**src/rtl/alu_uart_ctrl.sv**
```systemverilog
// Sequencer between a byte UART and a registered-output ALU: collects A, B and opcode, then returns the result byte.
// Optional macro ALU_CTRL_OVF_BYTE_EN appends a second byte carrying the stored ALU overflow flag.
module alu_uart_ctrl #(
    parameter int unsigned DATA_W         = 8,
    parameter int unsigned OP_W           = 6,
    parameter int unsigned TIMEOUT_CYCLES = 50000000
) (
    input  logic              i_clock,
    input  logic              i_reset_n,
    input  logic              i_rx_done,
    input  logic [DATA_W-1:0] i_rx_data,
    input  logic              i_tx_done,
    input  logic [DATA_W-1:0] i_alu_result,
    input  logic              i_alu_ovf,
    output logic [DATA_W-1:0] o_alu_A,
    output logic [DATA_W-1:0] o_alu_B,
    output logic [OP_W-1:0]   o_alu_Op,
    output logic              o_tx_start,
    output logic [DATA_W-1:0] o_tx_data,
    output logic              o_busy
);

    localparam int unsigned   CNT_W    = (TIMEOUT_CYCLES > 1) ? $clog2(TIMEOUT_CYCLES) : 1;
    localparam logic [CNT_W-1:0] CNT_LAST = CNT_W'(TIMEOUT_CYCLES - 1);

    typedef enum logic [2:0] {
        S_GET_A,
        S_GET_B,
        S_GET_OP,
        S_EXEC,
        S_CAPTURE,
        S_SEND
`ifdef ALU_CTRL_OVF_BYTE_EN
        , S_SEND_OVF
`endif
    } state_t;

    state_t            state_q, state_d;
    logic [DATA_W-1:0] a_q, a_d;
    logic [DATA_W-1:0] b_q, b_d;
    logic [OP_W-1:0]   op_q, op_d;
    logic [DATA_W-1:0] tx_data_q, tx_data_d;
    logic              tx_start_q, tx_start_d;
    logic [CNT_W-1:0]  cnt_q, cnt_d;
    logic              timeout;

`ifdef ALU_CTRL_OVF_BYTE_EN
    logic              ovf_q, ovf_d;
`else
    logic              unused_ovf;
    assign unused_ovf = i_alu_ovf;
`endif

    always_ff @(posedge i_clock or negedge i_reset_n) begin
        if (!i_reset_n) begin
            state_q    <= S_GET_A;
            a_q        <= '0;
            b_q        <= '0;
            op_q       <= '0;
            tx_data_q  <= '0;
            tx_start_q <= 1'b0;
            cnt_q      <= '0;
`ifdef ALU_CTRL_OVF_BYTE_EN
            ovf_q      <= 1'b0;
`endif
        end else begin
            state_q    <= state_d;
            a_q        <= a_d;
            b_q        <= b_d;
            op_q       <= op_d;
            tx_data_q  <= tx_data_d;
            tx_start_q <= tx_start_d;
            cnt_q      <= cnt_d;
`ifdef ALU_CTRL_OVF_BYTE_EN
            ovf_q      <= ovf_d;
`endif
        end
    end

    always_comb begin
        state_d    = state_q;
        a_d        = a_q;
        b_d        = b_q;
        op_d       = op_q;
        tx_data_d  = tx_data_q;
        tx_start_d = 1'b0;
        cnt_d      = cnt_q;
        timeout    = (cnt_q == CNT_LAST);
`ifdef ALU_CTRL_OVF_BYTE_EN
        ovf_d      = ovf_q;
`endif
        case (state_q)
            S_GET_A: begin
                cnt_d = '0;
                if (i_rx_done) begin
                    a_d     = i_rx_data;
                    state_d = S_GET_B;
                end
            end
            // An arriving byte takes priority over a coincident timeout.
            S_GET_B: begin
                if (i_rx_done) begin
                    b_d     = i_rx_data;
                    cnt_d   = '0;
                    state_d = S_GET_OP;
                end else if (timeout) begin
                    cnt_d   = '0;
                    state_d = S_GET_A;
                end else begin
                    cnt_d = cnt_q + CNT_W'(1);
                end
            end
            S_GET_OP: begin
                if (i_rx_done) begin
                    op_d    = i_rx_data[OP_W-1:0];
                    cnt_d   = '0;
                    state_d = S_EXEC;
                end else if (timeout) begin
                    cnt_d   = '0;
                    state_d = S_GET_A;
                end else begin
                    cnt_d = cnt_q + CNT_W'(1);
                end
            end
            S_EXEC: state_d = S_CAPTURE;
            S_CAPTURE: begin
                tx_data_d  = i_alu_result;
                tx_start_d = 1'b1;
`ifdef ALU_CTRL_OVF_BYTE_EN
                ovf_d      = i_alu_ovf;
`endif
                state_d    = S_SEND;
            end
            S_SEND: begin
                if (i_tx_done) begin
`ifdef ALU_CTRL_OVF_BYTE_EN
                    tx_data_d  = {{(DATA_W-1){1'b0}}, ovf_q};
                    tx_start_d = 1'b1;
                    state_d    = S_SEND_OVF;
`else
                    state_d    = S_GET_A;
`endif
                end
            end
`ifdef ALU_CTRL_OVF_BYTE_EN
            S_SEND_OVF: begin
                if (i_tx_done) state_d = S_GET_A;
            end
`endif
            default: state_d = S_GET_A;
        endcase
    end

    assign o_alu_A    = a_q;
    assign o_alu_B    = b_q;
    assign o_alu_Op   = op_q;
    assign o_tx_start = tx_start_q;
    assign o_tx_data  = tx_data_q;
    assign o_busy     = !(state_q inside {S_GET_A, S_GET_B, S_GET_OP});

endmodule

```
**config.mk**
```make
export PLATFORM = sky130hd
export DESIGN_NAME = alu_uart_ctrl
export DESIGN_NICKNAME = d
export VERILOG_FILES = /design/src/rtl/alu_uart_ctrl.sv
export SDC_FILE = /design/constraint.sdc
export NUM_CORES = 1
export LEC_CHECK = 0
export CORE_MARGIN = 2
export CORE_UTILIZATION = 40
export DETAILED_ROUTE_END_ITERATION = 16
export PLACE_DENSITY = 0.69
export SLEW_MARGIN = 20
export SYNTH_ARGS = -nofsm -noshare
export SYNTH_HDL_FRONTEND = slang
export SYNTH_SLANG_ARGS = --single-unit
```
**constraint.sdc**
```tcl
create_clock -name i_clock -period 2.33 [get_ports i_clock]
set_input_delay 0.233 -clock i_clock [delete_from_list [all_inputs] [get_ports i_clock]]
set_output_delay 0.233 -clock i_clock [all_outputs]
set_load 0.02 [all_outputs]
```
Word-level counts from Yosys, hierarchy flattened
Index checks and enable logic that the tools add are counted.

Add/subtract/negate cells: 1. Equal/unequal tests: 8. Muxes and demuxes: 10. Reductions and logical operators: 9.

Operators with widths (count): two-way mux 26 bit (2); one-hot mux 26 bit (2 select lines) (1); adder 26 x 1 -> 26 bit (second input constant) (1); == test 26 bit (second input constant) (1); one-hot mux 3 bit (6 select lines) (1); two-way mux 3 bit (5); AND reduction 2 bit (4); == test 3 x 2 -> 1 bit (second input constant) (2); == test 3 bit (second input constant) (2); inequality test 2 bit (second input constant) (2); == test 3 x 1 -> 1 bit (second input constant) (1); zero test 3 bit (1); nonzero test 3 bit (1); nonzero test 2 bit (1); OR reduction 2 bit (1); zero test 1 bit (1); two-way mux 1 bit (1).

Flip-flop bits (word level): 60. Bits of input ports: 21. Word-level logic and storage cells: 35.

Longest topological paths before layout
Gate-level depths: netlist (run 1).

Depth in word-level cells: 4. Depth in mapped cells: 7.

Least setup slack after synthesis (run 1)
OpenSTA, ideal clock, no wires.

Path type: flip-flop to flip-flop. Start point: register state_q[2]. End point: register op_q[0] (netlist: o_alu_Op[0]). Library setup time: 0.125 ns. Arrival: 1.670 ns. Setup slack: 0.535 ns. Cell stages (with the launch flop): 5. Buffers on the path: 1. Clock period less this slack: 1.795 ns. Path through: dfrtp_1 > buf_2 > or3b_2 > nor2_1 > mux2_2.

Longest elaborated chain between the ends: 2.

RTL lines: from (decl) (line 38) `state_t state_q, state_d;`; from (signal assigned) (line 67) `state_q <= state_d;`; == test 3 x 2 -> 1 bit (line 92) `case (state_q)`; AND reduction 2 bit (no line); to (signal assigned) (line 70) `op_q <= op_d;`; to (decl) (line 41) `logic [OP_W-1:0] op_q, op_d;`.

Every way passes these cells. A chain may end at the register's enable or synchronous reset.

Worst setup path after layout (run 1)
Start point: register state_q[0]. End point: output port o_busy.

Longest elaborated chain between the ends: 3.

RTL lines: == test 3 x 1 -> 1 bit (tied with other cells) (line 159) `assign o_busy = !(state_q inside {S_GET_A, S_GET_B, S_GET_OP});`; nonzero test 3 bit * (line 159); zero test 1 bit * (line 159); to (decl) (line 20) `output logic o_busy`.

Mark *: on every way between the ends. The rest lies on a longest branch, timed or not.

==> results of run 1 <==
==> routing by layer <==
metal  GRT usage (%)  wire [um]  vias to the layer above
met5               0          0                        -
met4            9.23        145                        0
met3            3.96        264                       13
met2            25.6       2890                       52
met1            21.7       2640                     1069
li1                -          -                     1031
==> path summary, 6_finish.rpt <==
kind                                            end  depth (start not counted)                    from
max                                          o_busy                          3  state_q[0]$_DFFE_PN0P_
min                           cnt_q[11]$_DFFE_PN0P_                          2               i_reset_n
max reg2reg                   cnt_q[25]$_DFFE_PN0P_                          5   cnt_q[11]$_DFFE_PN0P_
min reg2reg                  o_alu_B[0]$_DFFE_PN0P_                          1  o_alu_B[0]$_DFFE_PN0P_
max in group asynchronous    o_alu_B[3]$_DFFE_PN0P_                          3               i_reset_n
min in group i_clock       o_tx_data[4]$_DFFE_PN0P_                          2         i_alu_result[4]
==> registers in the layout, summed over array words and instances, names as in the netlist <==
name / count
o_alu_Op: 6
o_tx_start: 1
o_alu_B: 8
o_alu_A: 8
o_tx_data: 8
state_q: 3
cnt_q: 26
==> area by class of cell <==
class	count	area share (%)
Sequential cell	60	40.3
Multi-Input combinational cell	172	33.1
Timing Repair Buffer	65	16.5
Clock buffer	10	3.43
Tap cell	96	3.23
Clock inverter	6	2.39
Inverter	10	1.01
==> cells by family after synthesis <==
family,count (synthesis),synth area share [%]
AOI/OAI and AO/OA,28,7.26
xor gates and xnor gates,11,3.43
adders and majority gates,1,0.445
buffers and inverters,18,2.94
DFF,60,53.4
muxes,31,12.4
and+or+nand+nor,101,20.1
==> stage by stage <==
stage	cells	setup slack, ns	TNS [ns]
2_1_floorplan	250	0.535	0
3_3_place_gp	402	0.0497	0
3_5_place_dp	402	-0.0233	-0.0321
4_1_cts	419	0.0332	0
5_1_grt	419	0.0720	0
6_report	419	0.158	0
==> timing repair <==
item                                    in CTS  in global routing
hold endpoints to repair                    20                  0
endpoints found under the setup margin       0                  7
hold buffers                                 1                  0
gates resized for setup                      0                  1
==> worst max-delay path: stages, from the launching register on <==
cell and delay [ns]:
dfrtp_1 0.55, a21oi_4 0.10, inv_2 0.27, clkdlybuf4s50_1 0.67
==> synthesized netlist by cell type, types with 4 or more instances <==
library cell  count
o311ai_1          4
nor2_1           21
dfrtp_1          60
nand4_1          10
mux2_2           31
nand2_1          25
o21ai_0           7
inv_1             9
xor2_1           11
nand3_1          21
==> power by group through the flow <==
stage | clock network, mW | registers [mW] | logic (mW)
floorplan | 0 | 1.86 | 0.788
global placement | 0 | 1.59 | 1.86
detailed placement | 0 | 1.61 | 1.90
CTS | 1.05 | 1.59 | 1.90
global route | 1.10 | 1.63 | 2.01
finish | 1.02 | 1.58 | 1.88
==> results.sh, run 1 <==
export IMPL_status="finished, final reports clean"
export IMPL_dieArea_um2=7710
export IMPL_avgSynthCellArea_um2=11.2
export IMPL_p_per_area_nw_per_um2=1200
export IMPL_max_freq_mhz=460
export IMPL_multiInputGateArea_um2=1230
export IMPL_cp_max_fo=16
export IMPL_arrival_ns=1.94
export IMPL_layout_worst_path_cycle_share_pct=93.2
export IMPL_hpwl_um=4350
export IMPL_end_kind="output pin"
export IMPL_area_growth_pct=32.5
export IMPL_antenna_cells=0
export IMPL_tightestPinTransition_ns=0.577
export IMPL_clock_path_buffers=2
export IMPL_grt_pass1_wl_um=9720
export IMPL_postPlaceCellArea_um2=3490
export IMPL_seqPwrFrac_pct=35.3
export IMPL_fin_area_um2=3720
export IMPL_vias_per_cell=5.17
export IMPL_p_int_mw=2.90
export IMPL_core_area_um2=6790
export IMPL_final_hold_violation_count=0
export IMPL_yosys_warnings=0
export IMPL_fillers=585
export IMPL_reg2reg_slack_ns=0.27
export IMPL_yosysSeqAreaShare_pct=53.4
export IMPL_synth_top_area_share_pct=53.4
export IMPL_skew_ns=0.00642
export IMPL_register_area_um2=1500
export IMPL_clk_latency_ns=0.34
export IMPL_die_x_um=87.8
export IMPL_ios=53
export IMPL_p_comb_share_pct=41.9
export IMPL_htree_levels=3
export IMPL_post_cts_buffers=0
export IMPL_drc=0
export IMPL_grt_overflow_total=0
export IMPL_relSlewSlack_pct=61.2
export IMPL_syn_instance_count=250
export IMPL_num_vias=2165
export IMPL_crit_path_start_kind="register"
export IMPL_p_leak_nw=1.58
export IMPL_final_layout_size_suffix_gt1_share_pct=22.6
export IMPL_root_buffer="clkbuf_8"
export IMPL_drv_cap=0
export IMPL_routedWlPerCell_um=14.2
export IMPL_hold_path_class="in2async"
export IMPL_synthTopCellsByArea="dfrtp_1 53%, mux2_2 12%, nand3_1 3.7%"
export IMPL_cts_buffers_inserted=9
export IMPL_fin_crit_ns=2.17
export IMPL_setup_viol=0
export IMPL_drt_first_iter_violations=109
export IMPL_final_core_util_pct=54.8
export IMPL_layout_common_cells="60 x dfrtp_1, 50 x clkdlybuf4s50_1, 31 x mux2_2"
export IMPL_dr_pass1_iters=4
export IMPL_detail_route_antenna_nets=0
export IMPL_pwr_share_clk_pct=22.8
export IMPL_track_usage_pct=16.6
export IMPL_antenna_found_initial=0
export IMPL_yosysUniqueCellTypes=45
export IMPL_row_count=30
export IMPL_nets=340
export IMPL_synthArstFlopShare_pct=100
export IMPL_switchingPower_mw=1.58
export IMPL_syn_area_um2=2810
export IMPL_final_common_cell="dfrtp_1"
export IMPL_ir_drop_uv=704
export IMPL_synth_edf_count=0
export IMPL_synth_net_count=272
export IMPL_die_h_um=87.8
export IMPL_clkTransAtPathRegs_ns=0.07
export IMPL_synth_top_area_cell="dfrtp_1"
export IMPL_grt_max_degree=23
export IMPL_finalHoldWorstSlack_ns=0.386
export IMPL_port_buffers=51
export IMPL_cts_tree="yes"
export IMPL_synth_seq_cells=60
export IMPL_design_power_total_mw=4.48
export IMPL_start_util_pct=41.4
export IMPL_switching_share_pct=35.3
export IMPL_synthFlopType="dfrtp_1"
export IMPL_cp_data_required_time_ns=2.10
export IMPL_crit_type="reg2out"
export IMPL_grt_pass1_vias=2084
export IMPL_cts_sinks=60
export IMPL_gp_congestion=0.842
export IMPL_rsz0062_at_grt="no"
export IMPL_wl_um=5940
export IMPL_drv_slew=0
Power figures use the tool's default switching activity.
==> run 2: changes to the inputs <==
--- a/config.mk
+++ b/config.mk
@@ -7,6 +7,7 @@
 export LEC_CHECK = 0
 export CORE_MARGIN = 2
 export CORE_UTILIZATION = 40
+export CTS_CLUSTER_SIZE = 28
 export DETAILED_ROUTE_END_ITERATION = 16
 export PLACE_DENSITY = 0.69
 export SLEW_MARGIN = 20
==> results of run 2 <==
No change in the layout: final DEF, timing and power equal those of run 1.
==> run 3: changes to the inputs <==
--- a/config.mk
+++ b/config.mk
@@ -9,7 +9,7 @@
 export CORE_UTILIZATION = 40
 export CTS_CLUSTER_SIZE = 28
 export DETAILED_ROUTE_END_ITERATION = 16
-export PLACE_DENSITY = 0.69
+export PLACE_DENSITY = 0.71
 export SLEW_MARGIN = 20
 export SYNTH_ARGS = -nofsm -noshare
 export SYNTH_HDL_FRONTEND = slang
==> constraint.sdc (replaced) <==
create_clock -name i_clock -period 1.8 [get_ports i_clock]
set_input_delay 0.18 -clock i_clock [delete_from_list [all_inputs] [get_ports i_clock]]
set_output_delay 0.18 -clock i_clock [all_outputs]
set_load 0.02 [all_outputs]
==> run 3 against run 2 <==
Worst setup slack lost 0.28 ns. Sequential power grew 27%. Largest power group unchanged. Clock skew increased by 0.00068 ns. The run now ends with negative setup slack left. Via count increased by 7.3%. Die area stayed put.
==> results.sh, run 3 (synthesized netlist as in run 1, its figures left out) <==
export IMPL_grt_pass1_wl_um=11100
export IMPL_rr_endpoint="cnt_q[5]$_DFFE_PN0P_"
export IMPL_cp_top_family="simple AND/OR/NAND/NOR gates"
export IMPL_largest_reg_flops=26
export IMPL_nets=377
export IMPL_track_usage_pct=18.8
export IMPL_num_vias=2323
export IMPL_tns_ns=-2.27
export IMPL_finalNonFillerCells=456
export IMPL_drv_cap=0
export IMPL_end_kind="register"
export IMPL_setup_viol=28
export IMPL_drv_slew=0
export IMPL_clk_latency_ns=0.34
export IMPL_final_common_cell="dfrtp_1"
export IMPL_pre_cts_slack_ns=-0.174
export IMPL_design_power_total_mw=6.08
export IMPL_drc=0
export IMPL_dp_cells=436
export IMPL_cp_cell_sequence="or4bb_4 -> nor4_4 -> a21oi_4 -> buf_6 -> a21oi_2 -> o22ai_1"
export IMPL_reg2reg_slack_ns=-0.12
export IMPL_crit_slowest_cell="or4bb_4"
export IMPL_dieArea_um2=7710
export IMPL_crit_type="reg2reg"
export IMPL_crit_cells=6
export IMPL_root_buffer="clkbuf_8"
export IMPL_wl_um=6690
export IMPL_antenna_found_initial=0
export IMPL_setup_ws_ns=-0.122
export IMPL_clock_path_buffers=2
export IMPL_layout_worst_path_cycle_share_pct=107
export IMPL_path_buf_inv=1
export IMPL_ios=53
export IMPL_layout_common_cells="59 x dfrtp_1, 49 x clkdlybuf4s50_1, 42 x buf_4"
export IMPL_regMostFlops="cnt_q"
export IMPL_clkTransAtPathRegs_ns=0.07
export IMPL_arrival_ns=2.14
export IMPL_tightestPinTransition_ns=0.511
export IMPL_fillers=550
export IMPL_rsz0062_at_grt="yes"
export IMPL_area_growth_pct=46.4
export IMPL_violations="negative setup slack"
export IMPL_cts_tree="yes"
export IMPL_p_per_area_nw_per_um2=1480
export IMPL_grt_overflow_total=0
export IMPL_start_util_pct=41.4
export IMPL_crit_start="cnt_q[7]$_DFFE_PN0P_"
export IMPL_cts_buffers_inserted=9
export IMPL_relSlewSlack_pct=65.9
export IMPL_cp_max_fo=6
export IMPL_detail_route_antenna_nets=0
export IMPL_crit_path_start_kind="register"
export IMPL_port_buffers=51
export IMPL_hold_path_class="in2async"
export IMPL_antenna_cells=0
export IMPL_ir_drop_uv=875
export IMPL_status="complete, but fails checks"
export IMPL_htree_levels=3
export IMPL_fin_crit_ns=1.92
export IMPL_vias_per_cell=5.09
export IMPL_final_hold_violation_count=0
export IMPL_ff2ff_path_depth=6
export IMPL_die_x_um=87.8
export IMPL_routedWlPerCell_um=14.7
export IMPL_core_area_um2=6790
export IMPL_gp_congestion=0.821
export IMPL_cts_sinks=60
export IMPL_grt_pass1_vias=2413
export IMPL_dr_pass1_iters=4
export IMPL_hpwl_um=4650
export IMPL_skew_ns=0.00709
export IMPL_row_count=30
export IMPL_final_layout_size_suffix_gt1_share_pct=35.6
export IMPL_slowest_delay_ns=0.56
export IMPL_grt_max_degree=61
export IMPL_final_core_util_pct=60.6
export IMPL_die_h_um=87.8
export IMPL_reg2reg_from="cnt_q[7]$_DFFE_PN0P_"
export IMPL_cp_data_required_time_ns=2.02
export IMPL_max_freq_mhz=520
export IMPL_cp_endpoint="cnt_q[5]$_DFFE_PN0P_"
export IMPL_p_leak_nw=1.81
export IMPL_drt_first_iter_violations=194
-- run 3: report_power, final --
part,switching [mW],internal [mW]
clock network,0.566,0.648
registers,0.250,1.76
logic,1.40,1.46
total,2.21,3.87
-- run 3: final cells by class --
cell class | instances | area [um2] | share of cell area [%]
flip-flops and latches | 60 | 1500 | 36.5
clock inverters | 7 | 75.1 | 1.82
repair buffers | 101 | 931 | 22.6
inverters | 10 | 37.5 | 0.912
multi-input cells | 173 | 1320 | 32.2
clock buffers | 9 | 124 | 3.01
well taps | 96 | 120 | 2.92
-- run 3: worst min-delay path by stage --
stage	cells after the start	slack, ns	endpoint
after floorplan	0	-0.12	cnt_q[0]$_DFFE_PN0P_
after global placement	2	0.21	cnt_q[23]$_DFFE_PN0P_
after detailed placement	2	0.21	cnt_q[23]$_DFFE_PN0P_
after CTS	3	0.39	o_tx_data[7]$_DFFE_PN0P_
after global routing	3	0.43	cnt_q[1]$_DFFE_PN0P_
final	3	0.36	cnt_q[15]$_DFFE_PN0P_
-- run 3: metal layers --
layer / share of wire [%] / up-vias / track usage [%]
met5: 0 / - / 0
met2: 49 / 49 / 28.9
met1: 45 / 1148 / 25.2
met4: 2.7 / 0 / 9.93
met3: 3.4 / 17 / 3.86
li1: - / 1109 / -
-- run 3: what timing repair did --
action / in CTS / in global routing
resized for setup: 15 / 17
setup buffers: 2 / 0
hold buffers: 1 / 0
pin swaps: 9 / 7
endpoints found under the setup margin: 24 / 29
gates cloned: 1 / 0
hold endpoints to repair: 60 / 0
-- run 3: worst min-delay path, delay by kind of cell --
kind / cells / cell delay (ns)
buffers and inverters: 3 / 0.92
-- run 3: metrics by stage --
step,hold slack [ns],area [um2]
after floorplan,-0.116,2810
after global placement,0.210,3780
after detailed placement,0.214,3780
after CTS,0.386,4060
after global routing,0.429,4110
final,0.364,4110
